File: config.mk
export PLATFORM = sky130hd
export DESIGN_NAME = mon_exp_ctrl_flat
export DESIGN_NICKNAME = d
export VERILOG_FILES = /design/src/rtl/mon_exp_ctrl_pkg.sv /design/src/rtl/mon_exp_ctrl_if.sv /design/src/rtl/mon_exp_ctrl_mp_watchdog.sv /design/src/rtl/mon_exp_ctrl.sv /design/src/flat_wrapper.sv
export SDC_FILE = /design/constraint.sdc
export NUM_CORES = 2
export LEC_CHECK = 0
export CAP_MARGIN = 20
export CORE_AREA = 2 2 414 416
export CTS_CLUSTER_DIAMETER = 200
export DETAILED_ROUTE_END_ITERATION = 6
export DIE_AREA = 0 0 416 418
export PLACE_DENSITY = 0.56
export RECOVER_POWER = 25
export SLEW_MARGIN = 20
export SYNTH_ARGS = -nofsm -noshare
export SYNTH_HDL_FRONTEND = slang
export SYNTH_SLANG_ARGS = --single-unit
File: constraint.sdc
create_clock -name clk -period 8.4 [get_ports clk]
set_input_delay 1.26 -clock clk [delete_from_list [all_inputs] [get_ports clk]]
set_output_delay 1.26 -clock clk [all_outputs]
set_load 0.01 [all_outputs]
File: src/rtl/mon_exp_ctrl_pkg.sv
// Shared definitions for the modular-exponentiation sequencer and mon_prod:
// operation codes, datapath sizing and the operand memory map.
package mon_exp_ctrl_pkg;

  localparam int unsigned BITLEN = 32;
  localparam int unsigned DBITS  = BITLEN / 2;
  localparam int unsigned ABITS  = 2;

  localparam logic [ABITS-1:0] X_LO = 2'd0;
  localparam logic [ABITS-1:0] X_HI = 2'd1;
  localparam logic [ABITS-1:0] M_LO = 2'd2;
  localparam logic [ABITS-1:0] M_HI = 2'd3;

  typedef enum logic [1:0] {
    OPXX = 2'd0,
    OPXM = 2'd1,
    OPX1 = 2'd2
  } op_e;

  typedef enum logic [2:0] {
    StIdle,
    StIssue,
    StArm,
    StWait,
    StNext,
    StDone
  } state_e;

endpackage

File: src/rtl/mon_exp_ctrl_if.sv
// Start/op_code/stop handshake between the exponentiation sequencer (master)
// and the Montgomery product engine (slave).
interface mon_exp_ctrl_if
  import mon_exp_ctrl_pkg::*;
#(
  parameter int unsigned CW = 10
) ();

  logic          mp_start;
  op_e           mp_op_code;
  logic [CW-1:0] mp_count;
  logic          mp_stop;

  modport master (
    output mp_start,
    output mp_op_code,
    output mp_count,
    input  mp_stop
  );

  modport slave (
    input  mp_start,
    input  mp_op_code,
    input  mp_count,
    output mp_stop
  );

endinterface

File: src/rtl/mon_exp_ctrl_mp_watchdog.sv
// Per-operation watchdog: cleared when an operation is issued, counts while
// waiting for completion and flags the terminal count.
module mp_watchdog #(
  parameter int unsigned W       = 12,
  parameter int unsigned TIMEOUT = 2048
) (
  input  logic clk,
  input  logic rst_n,
  input  logic clr,
  input  logic en,
  output logic expired
);

  logic [W-1:0] cnt_q;

  always_ff @(posedge clk or negedge rst_n) begin
    if (!rst_n) begin
      cnt_q <= '0;
    end else if (clr) begin
      cnt_q <= '0;
    end else if (en) begin
      cnt_q <= cnt_q + 1'b1;
    end
  end

  assign expired = en && (cnt_q == W'(TIMEOUT - 1));

endmodule

File: src/rtl/mon_exp_ctrl.sv
// Left-to-right square-and-multiply sequencer: issues one mon_prod operation
// per step over the exponent bits, then converts the result out of Montgomery form.
module mon_exp_ctrl
  import mon_exp_ctrl_pkg::*;
#(
  parameter int unsigned EBITS   = 1024,
  parameter int unsigned ELW     = 11,
  parameter int unsigned CW      = 10,
  parameter int unsigned TIMEOUT = 2048
) (
  input  logic             clk,
  input  logic             rst_n,
  input  logic             go,
  input  logic [EBITS-1:0] exp,
  input  logic [ELW-1:0]   exp_len,
  input  logic [CW-1:0]    mp_count_cfg,
  mon_exp_ctrl_if.master   mp,
  output logic             busy,
  output logic             done,
  output logic             error,
  output logic [11:0]      op_cnt
);

  localparam int unsigned    IW     = (EBITS > 1) ? $clog2(EBITS) : 1;
  localparam logic [ELW-1:0] EBitsL = ELW'(EBITS);

  state_e           state_q;
  op_e              cur_op_q;
  logic [IW-1:0]    bit_idx_q;
  logic [EBITS-1:0] exp_q;
  logic [CW-1:0]    count_q;
  logic             start_q;
  logic             wd_expired;
  logic [ELW-1:0]   len_sat;

  assign len_sat = (exp_len > EBitsL) ? EBitsL : exp_len;

  assign mp.mp_start   = start_q;
  assign mp.mp_op_code = cur_op_q;
  assign mp.mp_count   = count_q;

  mp_watchdog #(
    .W       (CW + 2),
    .TIMEOUT (TIMEOUT)
  ) u_watchdog (
    .clk     (clk),
    .rst_n   (rst_n),
    .clr     (state_q == StIssue),
    .en      (state_q == StWait),
    .expired (wd_expired)
  );

  always_ff @(posedge clk or negedge rst_n) begin
    if (!rst_n) begin
      state_q   <= StIdle;
      cur_op_q  <= OPXX;
      bit_idx_q <= '0;
      exp_q     <= '0;
      count_q   <= '0;
      start_q   <= 1'b0;
      busy      <= 1'b0;
      done      <= 1'b0;
      error     <= 1'b0;
      op_cnt    <= '0;
    end else begin
      start_q <= 1'b0;
      done    <= 1'b0;
      unique case (state_q)
        StIdle: begin
          if (go) begin
            exp_q   <= exp;
            count_q <= mp_count_cfg;
            op_cnt  <= '0;
            error   <= 1'b0;
            busy    <= 1'b1;
            start_q <= 1'b1;
            if (len_sat == '0) begin
              cur_op_q <= OPX1;
            end else begin
              bit_idx_q <= IW'(len_sat - 1'b1);
              cur_op_q  <= OPXX;
            end
            state_q <= StIssue;
          end
        end
        StIssue: begin
          op_cnt  <= op_cnt + 1'b1;
          state_q <= StArm;
        end
        // mp_stop still reflects the previous operation here.
        StArm: state_q <= StWait;
        StWait: begin
          if (mp.mp_stop) begin
            state_q <= StNext;
          end else if (wd_expired) begin
            error   <= 1'b1;
            busy    <= 1'b0;
            state_q <= StIdle;
          end
        end
        StNext: begin
          if (cur_op_q == OPXX && exp_q[bit_idx_q]) begin
            cur_op_q <= OPXM;
            start_q  <= 1'b1;
            state_q  <= StIssue;
          end else if (cur_op_q == OPX1) begin
            done    <= 1'b1;
            state_q <= StDone;
          end else if (bit_idx_q == '0) begin
            cur_op_q <= OPX1;
            start_q  <= 1'b1;
            state_q  <= StIssue;
          end else begin
            bit_idx_q <= bit_idx_q - 1'b1;
            cur_op_q  <= OPXX;
            start_q   <= 1'b1;
            state_q   <= StIssue;
          end
        end
        StDone: begin
          busy    <= 1'b0;
          state_q <= StIdle;
        end
        default: state_q <= StIdle;
      endcase
    end
  end

endmodule

File: src/flat_wrapper.sv
// flat-port wrapper written by rule: the top's interface ports become plain ports
module mon_exp_ctrl_flat import mon_exp_ctrl_pkg::*;
#(
  parameter int unsigned EBITS   = 1024,
  parameter int unsigned ELW     = 11,
  parameter int unsigned CW      = 10,
  parameter int unsigned TIMEOUT = 2048
)
  (clk, rst_n, go, exp, exp_len, mp_count_cfg, busy, done, error, op_cnt, mp_mp_start, mp_mp_op_code, mp_mp_count, mp_mp_stop);
  mon_exp_ctrl_if #(.CW(CW)) mp_i ();
  input  logic clk;
  input  logic rst_n;
  input  logic go;
  input  logic [EBITS-1:0] exp;
  input  logic [ELW-1:0] exp_len;
  input  logic [CW-1:0] mp_count_cfg;
  output logic busy;
  output logic done;
  output logic error;
  output logic [11:0] op_cnt;
  output wire logic [$bits(mp_i.mp_start)-1:0] mp_mp_start;
  output wire logic [$bits(mp_i.mp_op_code)-1:0] mp_mp_op_code;
  output wire logic [$bits(mp_i.mp_count)-1:0] mp_mp_count;
  input wire logic [$bits(mp_i.mp_stop)-1:0] mp_mp_stop;
  assign mp_mp_start = mp_i.mp_start;
  assign mp_mp_op_code = mp_i.mp_op_code;
  assign mp_mp_count = mp_i.mp_count;
  assign mp_i.mp_stop = mp_mp_stop;
  mon_exp_ctrl #(.EBITS(EBITS), .ELW(ELW), .CW(CW), .TIMEOUT(TIMEOUT)) u_core (.clk(clk), .rst_n(rst_n), .go(go), .exp(exp), .exp_len(exp_len), .mp_count_cfg(mp_count_cfg), .mp(mp_i), .busy(busy), .done(done), .error(error), .op_cnt(op_cnt));
endmodule
---- Word level (Yosys, flattened, before mapping) ----
Cells that the tools add are included.
word-level totals
  register bits after elaboration ......... 1077
  bits of input ports ..................... 1049
  output and inout port bits .............. 28
  word-level logic and storage cells ...... 91
cells by class
  add/subtract/negate cells ............... 4
  $lt $le $gt $ge ......................... 2
  eq/ne operators ......................... 16
  multiplexer cells ....................... 40
  reduce and logical (&&, ||, !) cells .... 18
operators by type and width
  kind                                                                    number
  10-bit two-way mux                                                      5
  12-bit two-way mux                                                      3
  12-bit by 1-bit adder with 12-bit output, second input constant         2
  12-bit case mux with 2 select lines                                     1
  10-bit case mux with 2 select lines                                     1
  10-bit by 1-bit subtractor with 10-bit output, second input constant    2
  3-bit two-way mux                                                       5
  3-bit case mux with 5 select lines                                      1
  1-bit two-way mux                                                       13
  12-bit by 11-bit == test with 1-bit output, second input constant       1
  2-bit != test, second input constant                                    6
  11-bit > comparator, second input constant                              1
  11-bit zero test                                                        1
  10-bit by 11-bit < comparator with 1-bit output, second input constant  1
  11-bit two-way mux                                                      1
  1-bit binary-select mux with 10-bit select                              1
  10-bit zero test                                                        1
  2-bit two-way mux                                                       5
  4-bit AND reduction                                                     2
  2-bit nonzero test                                                      4
  3-bit by 2-bit == test with 1-bit output, second input constant         2
  3-bit == test, second input constant                                    2
  3-bit by 2-bit != test with 1-bit output, second input constant         2
  2-bit AND reduction                                                     3
  other kinds (12)                                                        14

---- Depth between registers and ports, before layout ----
  depth in word-level cells ............... 6
  gate-level depth with buffers ........... 16

---- Modules after synthesis ----
From an unflattened synthesis, not the netlist that was laid out.
second synthesis, totals
  cell total of the unflattened synthesis .. 5617
  area total of the unflattened synthesis .. 50350.8 µm²
modules (own cells, without submodules)
  module        instances  cells each  area an instance (µm²)  seq. area each (µm²)
  mon_exp_ctrl  1          5554        49728.9                 26650.6
  mp_watchdog   1          63          621.8                   300.3

---- Worst setup path before layout ----
Ideal clock, no wire load.
  path kind ............................... input -> register
  start ................................... input exp_len[0]
  end ..................................... register u_core.bit_idx_q[8]
  setup time .............................. 0.123 ns
  arrival ................................. 3.234 ns
  data required time ...................... 8.277 ns
  setup slack ............................. 5.043 ns
  stages on the path ...................... 10
  buffers on the path ..................... 0
  path through ............................ nor2b_1 -> mux2i_1 -> ha_1 -> o311ai_0 -> inv_1 -> o311ai_0 -> a2111oi_0 -> and3_1 -> o2bb2ai_1 -> a21oi_1
on the way
  longest elaborated chain between the ends .. 6
  elaborated cells on any way between the ends .. 9
  classes of those cells .................. 1 x add/sub; 1 x order compare; 1 x eq/ne; 4 x mux; 2 x reduce/logical
RTL lines
  element                                        line                 text
  start: declaration                             flat_wrapper.sv:15   input logic [ELW-1:0] exp_len;
  11-bit > comparator                            mon_exp_ctrl.sv:36   assign len_sat = (exp_len > EBitsL) ? EBitsL : exp_len;
  11-bit two-way mux *                           mon_exp_ctrl.sv:36
  10-bit by 1-bit subtractor with 10-bit output  mon_exp_ctrl.sv:80   bit_idx_q <= IW'(len_sat - 1'b1);
  10-bit two-way mux                             mon_exp_ctrl.sv:77   if (len_sat == '0) begin
  10-bit two-way mux                             mon_exp_ctrl.sv:70   if (go) begin
  10-bit case mux with 2 select lines            mon_exp_ctrl.sv:68   unique case (state_q)
  end signal: assignment                         mon_exp_ctrl.sv:80
  end signal: assignment                         mon_exp_ctrl.sv:114  bit_idx_q <= bit_idx_q - 1'b1;
  end: declaration                               mon_exp_ctrl.sv:29   logic [IW-1:0] bit_idx_q;
Mark *: on every way between the ends. The rest lies on a longest branch, timed or not. The select of a mux whose other input is x is not followed.
A chain may end at the register's enable or synchronous reset.

---- Worst setup path in the final report ----
  start ................................... register u_core.bit_idx_q[0]
  end ..................................... register u_core.bit_idx_q[4]
on the way
  longest elaborated chain between the ends .. 5
  elaborated cells on any way between the ends .. 12
  classes of those cells .................. 1 x add/sub; 2 x eq/ne; 6 x mux; 3 x reduce/logical
RTL lines
  element                                                                                                             line
  1-bit binary-select mux with 10-bit select / 10-bit by 1-bit subtractor with 10-bit output (equally long branches)  mon_exp_ctrl.sv:102, mon_exp_ctrl.sv:114
  1-bit two-way mux (not written as such) / 10-bit two-way mux (equally long branches)                                mon_exp_ctrl.sv:102, mon_exp_ctrl.sv:109
  1-bit logical AND / 10-bit two-way mux (equally long branches)                                                      mon_exp_ctrl.sv:102, mon_exp_ctrl.sv:106
  2-bit != test (no line) / 10-bit two-way mux (equally long branches)                                                --
  6-bit AND reduction (no line) / 10-bit case mux with 2 select lines (equally long branches)                         --
Several ways; a longest one is shown, not always the timed one. The select of a mux whose other input is x is not followed.

==> metrics.csv <==
metric,value,unit
gr-total-overflow,0,
grt_max_degree,213,
die_w,416,µm
cts_made_buffers,120,
drtPass1Iterations,6,
clk_pin_slew_worst_paths,60,ps
synthArstFlopShare,1.00,
cp_max_fo,107,
cpMaxStageDelayCell,a2111oi_0,
die-area,0.174,mm²
syn_inst,5553,
path_cells,buf_12 > mux2i_1 > o22ai_1 > a2111oi_0 > nand3_1 > o22ai_1 > and3_1 > o41a_2 > o211ai_4 > a221o_1,
wl,212,mm
core_area,0.169,mm²
post-route-period-util,0.613,
combPwrFrac,0.384,
failed_checks,"max-capacitance violations, max-slew violations",
cp_common_cell,o22ai_1,
setup_violations,0,
clock_path_buffers,3,
viasPerCell,4.89,
pin_count,1077,
crit_type,flip-flop to flip-flop,
cp_slowest_stage_delay,980,ps
syn_to_final_growth,33.1,%
status,"finished, violations left",
drt-initial-drc-count,3939,
dieHeight,418,µm
cts_hold_buf,0,
arrival,5790,ps
fin_nets,7515,
syn_area_per_cell,9.03,µm²
rows,151,
endpoint_kind,flip-flop,
yosysTopAreaCellShare,0.538,
clock_sinks,1077,
drc,0,
post-cts-setup-buffers,0,
p_sw,9.35,mW
min_period,5150,ps
place_congestion,0.886,
drv_cap,6,
vias,43100,
drive_gt1_frac,0.0601,
cts-root-buf,clkbuf_16,
synth_top_flop_cell,dfrtp_1,
fmax,194,MHz
syn_area,0.0501,mm²
post_cts_resized,0,
power.density,356,mW/mm²
rsz0062_at_grt,false,
ant_nets,0,
cts_tree,built,
setup-tns-final,0,ps
synth_seq_area_share,0.538,
synth_edf_count,0,
seq_power_share,0.384,
clock_latency,780,ps
numPortBuffers,1076,
start_util,0.297,
dp.final_hpwl,156,mm
tightestPinTransition,3710,ps
relSlewSlack,-1.47,
finalHoldViolCount,0,
wl_per_cell,24.0,µm
yosys.area.top_type,dfrtp_1,
p_leak,33.1,nW
worstPathRequired,9040,ps
final_core_util,0.395,
clkPwrFrac,0.232,
internal-power,14.4,mW
finClkSkew,56.1,ps
hold_path_class,flip-flop to flip-flop,
ys_types,78,
grt_use_total,0.237,
start_kind,flip-flop,
drv_slew,333,
ys_top_cells_by_area,"dfrtp_1 (54%), nand2_1 (24%), mux2i_1 (5.0%)",
grt_pass1_vias,43600,
ys_ff_latch,1077,
seqCellArea,0.0270,mm²
ir_drop,0.214,mV
synth_nets,6605,
nFillCells,16900,
synth.yosys.warnings,0,
antenna_found_initial,55,
grt_pass1_wl,302,mm
multiInputGateArea,0.0213,mm²
ctsHtreeMaxLevel,3,
p_sw_frac,0.394,
[synth_stat cells (all sizes together), types with 3 or more instances]
| library cell | count |
|---|---|
| o211ai | 4 |
| nand2 | 3176 |
| and3 | 13 |
| dfrtp | 1077 |
| nand3 | 75 |
| o22ai | 12 |
| ha | 3 |
| mux4 | 138 |
| and2 | 8 |
| or2 | 3 |
| nor2b | 20 |
| clkbuf | 273 |
| or3b | 3 |
| mux2 | 7 |
| nand4 | 16 |
| buf | 78 |
| nand2b | 10 |
| a211o | 5 |
| a221oi | 12 |
| o311a | 3 |
| a41oi | 8 |
| a21boi | 5 |
| nor2 | 33 |
| a21oi | 64 |
| nor3b | 3 |
| a31oi | 13 |
| o311ai | 3 |
| o31ai | 6 |
| or3 | 6 |
| a22oi | 108 |
| inv | 8 |
| mux2i | 249 |
| a22o | 15 |
| o21ai | 33 |
| a2111oi | 7 |
| nor3 | 24 |
[stage by stage]
| step | setup slack, ps | power [mW] | hold WS [ps] | cells | instance area [µm²] |
|---|---|---|---|---|---|
| 2_1_floorplan | 5040 | 14.7 | 437 | 5553 | 50100 |
| 3_3_place_gp | 3110 | 18.2 | 450 | 8557 | 62500 |
| 3_5_place_dp | 3050 | 18.4 | 456 | 8558 | 62600 |
| 4_1_cts | 3020 | 24.0 | 471 | 8776 | 66700 |
| 5_1_grt | 3080 | 25.2 | 480 | 8804 | 66700 |
| 6_report | 3250 | 23.7 | 467 | 8810 | 66700 |
[power groups by stage]
stage               logic (mW)  clock network [mW]  registers, mW
CTS                       9.26                5.63           9.09
finish                    9.11                5.51           9.12
global route              10.1                5.82           9.35
floorplan                 6.25                   0           8.41
detailed placement        9.22                   0           9.14
global placement          9.08                   0           9.11
[cell families after synthesis]
logic type | Yosys count | share of synthesized area
adders and majority gates | 3 | 0.000749
xor gates and xnor gates | 1 | 0.000175
buffers and inverters | 360 | 0.0379
AOI/OAI and AO/OA | 317 | 0.0448
and+or+nand+nor | 3401 | 0.263
muxes | 394 | 0.116
DFF | 1077 | 0.538
[cell type report]
type                       count  share of cell area
clock inverter                45             0.00943
clock buffer                 173              0.0522
multi-input combinational   4116               0.320
inverter                       8            0.000450
timing repair buffer        1140               0.171
antenna                       33             0.00124
sequential                  1077               0.404
tap                         2218              0.0416
[worst paths after layout]
check                                     from                  end  slack (ps)  cells after the start
max                        u_core.bit_idx_q[0]  u_core.bit_idx_q[4]        3250                     10
min                          u_core.exp_q[862]    u_core.exp_q[862]         470                      2
max reg2reg                u_core.bit_idx_q[0]  u_core.bit_idx_q[4]        3250                     10
min reg2reg                  u_core.exp_q[862]    u_core.exp_q[862]         470                      2
max in group asynchronous                rst_n    u_core.exp_q[541]        3650                      2
min in group asynchronous                rst_n    u_core.exp_q[771]         550                      1
[routing by layer]
layer	wire, µm	global-route usage	up-vias	share of wire
met5	172	0	-	0.00081
met4	9450	0.112	26	0.045
met3	11000	0.0379	351	0.052
met2	104000	0.395	1422	0.49
met1	87200	0.302	21400	0.41
li1	-	-	19800	-
[critical path, delay by kind of cell (launching register included)]
| kind | cells | cell delay (ps) |
|---|---|---|
| buffers and inverters | 1 | 650 |
| AO/OA/AOI/OAI | 6 | 2230 |
| multiplexers | 1 | 490 |
| flip-flops | 1 | 810 |
| AND/OR/NAND/NOR | 2 | 590 |
[flip-flops by register name (all words and copies together) (netlist names)]
signal                   cells
u_core.exp_q              1024
u_core.op_cnt               12
u_core.u_watchdog.cnt_q     12
u_core.bit_idx_q            10
u_core.mp.mp_count          10
u_core.state_q               3
u_core.mp.mp_op_code         2
u_core.busy                  1
u_core.done                  1
u_core.error                 1
u_core.mp.mp_start           1
[placed cells by master, fill, tap and decap left out, types with 6 or more instances in the layout]
master and n:
a21oi_1 64, a221oi_1 12, a22o_1 15, a22oi_1 108, a31oi_1 13, a41oi_1 8
and3_1 13, buf_12 14, buf_4 37, bufinv_16 10, clkbuf_1 34, clkbuf_16 120
clkbuf_8 28, clkdlybuf4s50_1 1075, clkinv_2 20, dfrtp_1 1074, diode_2 33, inv_1 8
mux2_2 6, mux2i_1 249, mux4_1 33, mux4_2 105, nand2_1 3174, nand2b_1 9
nand3_1 75, nand4_1 16, nor2_1 30, nor2b_1 16, nor3_1 24, o21ai_0 33
o22ai_1 12, o31ai_1 6, or3_1 6
No activity file was read; power rests on OpenSTA's default activity.
